[src/rtl/fp32_result_pack.sv]
// fp32_result_pack: classify and pack adder results into IEEE-754 words through a 2-entry FIFO
module fp32_result_pack (
   input  logic        clk,
   input  logic        rst,
   input  logic        in_valid,
   output logic        in_ready,
   input  logic        sign_in,
   input  logic [9:0]  exp_in,
   input  logic [22:0] sig_in,
   input  logic        zero_in,
   output logic        out_valid,
   input  logic        out_ready,
   output logic [31:0] out_data,
   output logic [2:0]  out_flags,
   output logic [15:0] result_cnt,
   output logic [7:0]  ovf_cnt
);
   logic signed [9:0] exp_s;
   logic              is_ovf, is_unf, push, pop;
   logic [31:0]       pk_data;
   logic [2:0]        pk_flags;
   logic [34:0]       mem_q [2];
   logic              wr_ptr_q, wr_ptr_d, rd_ptr_q, rd_ptr_d;
   logic [1:0]        cnt_q, cnt_d;
   logic [15:0]       result_cnt_q, result_cnt_d;
   logic [7:0]        ovf_cnt_q, ovf_cnt_d;

   assign exp_s      = exp_in;
   assign in_ready   = cnt_q < 2'd2;
   assign out_valid  = cnt_q != 2'd0;
   assign push       = in_valid && in_ready;
   assign pop        = out_valid && out_ready;
   assign out_data   = mem_q[rd_ptr_q][31:0];
   assign out_flags  = mem_q[rd_ptr_q][34:32];
   assign result_cnt = result_cnt_q;
   assign ovf_cnt    = ovf_cnt_q;

   // classify the incoming word: zero beats overflow beats underflow beats normal
   always_comb begin
      is_ovf   = exp_s >= 10'sd255;
      is_unf   = exp_s <= 10'sd0;
      pk_data  = zero_in ? 32'h0 : is_ovf ? {sign_in, 8'hFF, 23'h0} : is_unf ? {sign_in, 31'h0} : {sign_in, exp_in[7:0], sig_in};
      pk_flags = zero_in ? 3'b001 : is_ovf ? 3'b100 : is_unf ? 3'b010 : 3'b000;
   end

   // pointer, occupancy and delivery-counter next state; ovf counter saturates
   always_comb begin
      wr_ptr_d     = wr_ptr_q ^ push;
      rd_ptr_d     = rd_ptr_q ^ pop;
      cnt_d        = cnt_q + 2'(push) - 2'(pop);
      result_cnt_d = result_cnt_q + 16'(pop);
      ovf_cnt_d    = ovf_cnt_q + 8'(pop && out_flags[2] && ovf_cnt_q != 8'hFF);
   end

   // storage carries no reset: occupancy alone decides what is visible
   always_ff @(posedge clk) begin
      if (push) mem_q[wr_ptr_q] <= {pk_flags, pk_data};
   end

   // control state, cleared asynchronously so buffered words vanish at once
   always_ff @(posedge clk or posedge rst) begin
      if (rst) begin
         wr_ptr_q     <= 1'b0;
         rd_ptr_q     <= 1'b0;
         cnt_q        <= 2'd0;
         result_cnt_q <= 16'd0;
         ovf_cnt_q    <= 8'd0;
      end else begin
         wr_ptr_q     <= wr_ptr_d;
         rd_ptr_q     <= rd_ptr_d;
         cnt_q        <= cnt_d;
         result_cnt_q <= result_cnt_d;
         ovf_cnt_q    <= ovf_cnt_d;
      end
   end
endmodule

[config.mk]
export PLATFORM = sky130hd
export DESIGN_NAME = fp32_result_pack
export DESIGN_NICKNAME = d
export VERILOG_FILES = /design/src/rtl/fp32_result_pack.sv
export SDC_FILE = /design/constraint.sdc
export NUM_CORES = 1
export LEC_CHECK = 0
export CORE_ASPECT_RATIO = 1.1
export CORE_UTILIZATION = 49
export DETAILED_ROUTE_END_ITERATION = 7
export PLACE_DENSITY = 0.89
export SYNTH_ARGS = -nofsm -noshare
export SYNTH_HDL_FRONTEND = slang
export SYNTH_SLANG_ARGS = --single-unit
[constraint.sdc]
create_clock -name clk -period 2.75 [get_ports clk]
set_clock_uncertainty 0.2 [all_clocks]
set_input_delay 0.55 -clock clk [delete_from_list [all_inputs] [get_ports clk]]
set_output_delay 0.55 -clock clk [all_outputs]
set_load 0.02 [all_outputs]
==> impl_metrics.yaml, run 1 <==
floorplanning:
  rows: 34
  start_util_pct: 51.08
  fp.dieH_um: 97.77
  die_w_um: 89.06
  coreArea_sq_um: 7998
  dieArea_sq_um: 8707
  io_pins: 100
clock_network:
  h-tree-depth: 3
  cts-buffers-inserted: 9
  cts_sinks: 98
  path_clk_slew_ns: 0.09
  cts_tree: "yes"
  clockBufferDepth: 2
  clk_latency_ns: 0.34
  cts_root_buffer: "clkbuf_8"
final_layout:
  num_antenna_cells: 0
  area_growth_syn_to_layout_pct: 34.33
  fillCellCount: 575
  drive_gt1_share_pct: 18.62
  utilization_pct: 68.62
  layout.nets: 418
critical_path:
  cp_max_fo: 17
  crit_required_ns: 2.00
  worstSetupStartpointType: "flip-flop"
  crit_path_end_kind: "primary output"
  critPathArrivalTime_ns: 1.90
  setup.worst_path.class: "reg2out"
power:
  leakagePower_nw: 2.188
  pwr_density_cell_nw_per_um2: 878.2
  ir_drop_mv: 0.6185
  p_seq_share_pct: 42.9
  p_sw_share_pct: 32.47
  internal_power_mw: 3.255
  power_frac_comb_pct: 38.7
  clkPwrFrac_pct: 18.5
  switching_power_mw: 1.565
sta:
  slew-limit-headroom_pct: 50.83
  worst_pin_slew_ns: 0.7352
  tns_ns: 0
  fin_crit_ns: 2.653
  period_share_pct: 96.49
  setup_viol: 0
  hold_viol: 0
  drv_slew: 0
  timing.hold.ws_ns: 0.2894
  fmax_ghz: 0.3769
  rsz0062_at_grt: "no"
grt:
  antenna_found_initial: 0
  first_global_vias: 2525
  grt_usage_pct: 18.88
  grt_overflow: 0
  grt_pass1_wl_um: 12330
  grt_max_degree: 36
synthesis:
  ys_seq_elements: 98
  synth_ff_type: "edfxtp_1"
  synth.distinct_cells: 28
  syn_inst: 261
  yosysWarnings: 0
  ys_seq_area_share_pct: 68.61
  synthesis.nets: 308
  syn_area_sq_um: 4085
  syn_avg_cell_area_sq_um: 15.65
  synth_edf_count: 70
  ys_async_sr_fraction_pct: 28.57
route:
  vias: 2510
  drt-vias-per-instance: 5.186
  drt_pre_antenna_iters: 4
  drt-total-wl_um: 7755
  drc: 0
  drtIter0Drc: 124
  ant_nets: 0
  wl_per_cell_um: 16.02
placement:
  dpl.hpwl_um: 5112
  port_buffers: 99
  place.gp.congestion: 0.7720
outcome:
  status: "complete, no violations"
flow_run:
  maxCapViolCount: 0
min_path:
  holdCritPathClass: "reg2reg"
## through the flow
stage | instance area (sq um) | power (mW) | instances | setup slack [ns]
final | 5488 | 4.820 | 484 | 0.09662
after global routing | 5488 | 5.067 | 484 | 0.01369
after CTS | 5454 | 4.816 | 482 | 0.0008373
after detailed placement | 5263 | 3.919 | 466 | 0.06287
after global placement | 5263 | 3.875 | 466 | 0.1550
after floorplan | 4085 | 3.080 | 261 | 0.4734
## cell usage in the layout, fill, tap and decap left out, types with 3 or more instances in the layout
cell type and count:
and3_1 28, buf_12 3, buf_4 6, clkbuf_8 9
clkdlybuf4s50_1 97, dfrtp_1 27, edfxtp_1 70, ha_1 6
inv_1 9, mux2_2 35, nand2_1 7, nand3_1 12
nor2_1 5, nor3_1 3, o21a_1 8, xnor2_1 17
xor2_1 6
## power by group through the flow
stage          registers (mW)  logic (mW)  clock network [mW]
6_report                 2.07        1.86               0.891
5_1_grt                  2.10        1.99               0.980
4_1_cts                  2.06        1.84               0.919
3_5_place_dp             2.09        1.83                   0
3_3_place_gp             2.07        1.80                   0
2_1_floorplan            2.15       0.931                   0
## worst max-delay path, cell delays in order (launching register included)
cell	delay [ns]
dfrtp_2	0.45
clkbuf_16	0.22
mux2_2	0.35
clkdlybuf4s50_1	0.54
## Yosys cell counts (all sizes together), types with 2 or more instances
cell type / n / area share (%)
nor2b: 2 / 0.31
nor3: 5 / 1.0
inv: 9 / 0.83
buf: 7 / 1.0
clkbuf: 3 / 0.28
nand2: 7 / 0.64
xnor2: 17 / 3.6
o21a: 8 / 1.5
dfrtp: 28 / 17
nand4: 3 / 0.83
mux2: 35 / 9.6
nor2: 6 / 0.55
nor4: 3 / 0.98
nand3: 12 / 1.5
ha: 8 / 2.5
xor2: 6 / 1.3
and3: 29 / 4.5
edfxtp: 70 / 51
## worst paths after layout
path	depth (start not counted)	from	slack [ns]	to
setup / recovery	3	rd_ptr_q	0.1	out_flags[0]
hold / removal	1	result_cnt[15]	0.29	result_cnt[15]
setup reg to reg	8	cnt_q[1]	0.57	result_cnt[10]
hold reg to reg	1	result_cnt[15]	0.29	result_cnt[15]
max in group asynchronous	3	rst	1.72	rd_ptr_q
min in group asynchronous	3	rst	0.35	result_cnt[4]
## flip-flops by register name, indices dropped and copies added, names as in the netlist
register	count
cnt_q	2
mem_q	70
ovf_cnt	8
rd_ptr_q	1
result_cnt	16
wr_ptr_q	1
## layout make-up
type / count / area, sq um / share of cell area [%]
Sequential cell: 98 / 2804 / 51.09
Multi-Input combinational cell: 144 / 1202 / 21.91
Timing Repair Buffer: 109 / 1119 / 20.38
Tap cell: 108 / 135.1 / 2.462
Clock buffer: 10 / 127.6 / 2.326
Clock inverter: 6 / 66.31 / 1.208
Inverter: 9 / 33.78 / 0.6156
## layer usage
layer  GRT usage (%)  share of wire, %  wire [um]
met1           23.42                42       3272
met2           32.72                52       4057
met3           3.212               4.3        332
met4           7.204               1.2         93
met5               0                 0          0
## kinds of logic after synthesis
family                     count (synthesis)  share of synthesized area (%)
adders and majority gates                  8                          2.450
AOI/OAI and AO/OA                         10                          1.807
muxes                                     35                          9.648
buffers and inverters                     19                          2.144
xor gates and xnor gates                  23                          4.931
and+or+nand+nor                           68                          10.41
DFF                                       98                          68.61
## timing repair
action | 4_1_cts | 5_1_grt
setup buffers | 0 | 1
hold buffers | 0 | 0
setup endpoints to repair | 2 | 32
resized for setup | 2 | 1
gates cloned | 0 | 1
(Power assumes the default switching activity.)
==> run 2, diff against run 1 <==
- SKIP_LAST_GASP: default -> 1
- SLEW_MARGIN: default -> 20
- clock period: 2.75 -> 2.5 ns (I/O delays scaled with it)
==> run 2 against run 1 <==
Critical path depth up 1; sequential cell count did not move; die area stayed put; clock power up 23%; register-to-register slack lost 0.20 ns; non-clock buffer count increased by 11; power rose by 10%; core utilization up 0.094 points; largest power group unchanged; global-route usage increased by 0.98 points; via count grew 2.2%; clock-buffer cell count unchanged.
==> impl_metrics.yaml, run 2 (synthesis gave the netlist of run 1 again) <==
final_layout:
  final_cell_mix: "edfxtp_1, clkdlybuf4s50_1, mux2_2, and3_1, dfrtp_1"
  area_growth_syn_to_layout_pct: 34.52
  design_area_sq_um: 5495
  drive_gt1_share_pct: 24.81
  fillCellCount: 594
  largest_reg_flops: 70
  final_common_cell: "edfxtp_1"
  num_antenna_cells: 0
  layout.nets: 429
  regMostFlops: "mem_q"
  multi_input_area_sq_um: 1202
  seqCellArea_sq_um: 2803
power:
  internal_power_mw: 3.583
  switching_power_mw: 1.741
  p_seq_share_pct: 42.4
  ir_drop_mv: 0.5672
  clkPwrFrac_pct: 20.6
  power_frac_comb_pct: 37.0
  leakagePower_nw: 2.299
  p_sw_share_pct: 32.69
  pwr_density_cell_nw_per_um2: 968.8
sta:
  setup_slack_ns: 0.1064
  worst_pin_slew_ns: 0.7499
  fmax_ghz: 0.4178
  setup_viol: 0
  period_share_pct: 95.74
  timing.hold.ws_ns: 0.2774
  slew-limit-headroom_pct: 49.84
  rsz0062_at_grt: "no"
  hold_viol: 0
  fin_crit_ns: 2.394
  drv_slew: 0
critical_path:
  cp_max_fo: 18
  reg2reg_depth: 9
  crit_path_end_kind: "primary output"
  setup.worst_path.class: "reg2out"
  timing.rr.end: "ovf_cnt[6]"
  critPathArrivalTime_ns: 1.69
  regToRegSetupSlack_ns: 0.37
  crit_required_ns: 1.80
  worstSetupStartpointType: "flip-flop"
  timing.rr.start: "rd_ptr_q"
clock_network:
  cts_sinks: 98
  path_clk_slew_ns: 0.09
  clk_latency_ns: 0.36
  h-tree-depth: 3
  clockBufferDepth: 2
  cts_tree: "yes"
  cts_root_buffer: "clkbuf_8"
  cts-buffers-inserted: 9
floorplanning:
  dieArea_sq_um: 8707
  fp.dieH_um: 97.77
  rows: 34
  start_util_pct: 51.08
  die_w_um: 89.06
  io_pins: 100
  coreArea_sq_um: 7998
route:
  drt_pre_antenna_iters: 5
  ant_nets: 0
  drt-total-wl_um: 8152
  drtIter0Drc: 103
  wl_per_cell_um: 16.47
  drt-vias-per-instance: 5.180
  drc: 0
  vias: 2564
grt:
  grt_max_degree: 36
  grt_usage_pct: 19.86
  grt_pass1_wl_um: 12810
  first_global_vias: 2717
  antenna_found_initial: 0
  grt_overflow: 0
min_path:
  hp-start: "result_cnt[15]"
  hold_end: "result_cnt[15]"
  holdCritPathClass: "reg2reg"
  hold_depth: 1
placement:
  place_ws_ns: -0.08821
  place.gp.congestion: 0.8035
  port_buffers: 99
  dpl.hpwl_um: 5491
  dpl_cell_area_sq_um: 5338
outcome:
  status: "complete, no violations"
flow_run:
  maxCapViolCount: 0
## run 2: changes by cell type in the layout (fill, tap and decap cells not counted), sizes merged
cell	previous run	this run
clkinv	3	1
clkdlybuf4s50	97	64
bufbuf	0	1
clkinvlp	1	2
bufinv	1	2
clkbuf	11	27
dlygate4sd2	2	18
buf	9	20
## run 2: cell type report
| class | instances | area share [%] |
|---|---|---|
| multi-input combinational | 144 | 21.88 |
| clock buffer | 10 | 2.322 |
| tap | 108 | 2.459 |
| inverter | 9 | 0.6148 |
| timing repair buffer | 120 | 20.08 |
| sequential | 98 | 51.00 |
| clock inverter | 6 | 1.639 |
## run 2: worst max-delay path: stages, from the launching register on
cell	delay (ns)
dfrtp_1	0.35
buf_4	0.12
buf_12	0.15
mux2_2	0.38
dlygate4sd2_1	0.33
## run 2: power by group through the flow
stage	clock, mW	combinational, mW	sequential (mW)
floorplan	0	1.02	2.36
global placement	0	2.02	2.27
detailed placement	0	2.06	2.30
CTS	1.12	2.05	2.26
global route	1.18	2.10	2.29
finish	1.10	1.97	2.25
## run 2: through the flow
step | utilization (%) | total power, mW | TNS (ns) | std cells
6_report | 68.71 | 5.324 | 0 | 495
5_1_grt | 68.71 | 5.575 | 0 | 495
4_1_cts | 69.77 | 5.426 | 0 | 495
3_5_place_dp | 66.74 | 4.360 | -3.041 | 476
3_3_place_gp | 66.74 | 4.295 | -0.6472 | 476
2_1_floorplan | - | 3.389 | 0 | 261
## run 2: worst max path at each step
stage	start	end	slack [ns]	depth (start not counted)
2_1_floorplan	in_valid	mem_q[1][0]	0.27	2
3_3_place_gp	out_ready	result_cnt[12]	-0.02	9
3_5_place_dp	exp_in[3]	mem_q[1][17]	-0.09	5
4_1_cts	rd_ptr_q	out_data[27]	0.002	4
5_1_grt	rd_ptr_q	out_flags[2]	0.05	4
6_report	rd_ptr_q	out_flags[2]	0.11	4
## run 2: routing by layer
| metal | up-vias | track usage [%] | routed length [um] |
|---|---|---|---|
| met5 | - | 0 | 0 |
| met4 | 0 | 7.692 | 128 |
| met3 | 11 | 4.227 | 411 |
| met2 | 75 | 34.73 | 4330 |
| met1 | 1275 | 23.69 | 3282 |
| li1 | 1203 | - | - |
## run 2: repair_timing
| action | 4_1_cts | 5_1_grt |
|---|---|---|
| gates resized for setup | 52 | 17 |
| gates cloned | 1 | 0 |
| setup buffers | 2 | 0 |
| endpoints found under the setup margin | 35 | 17 |
| hold buffers | 0 | 0 |
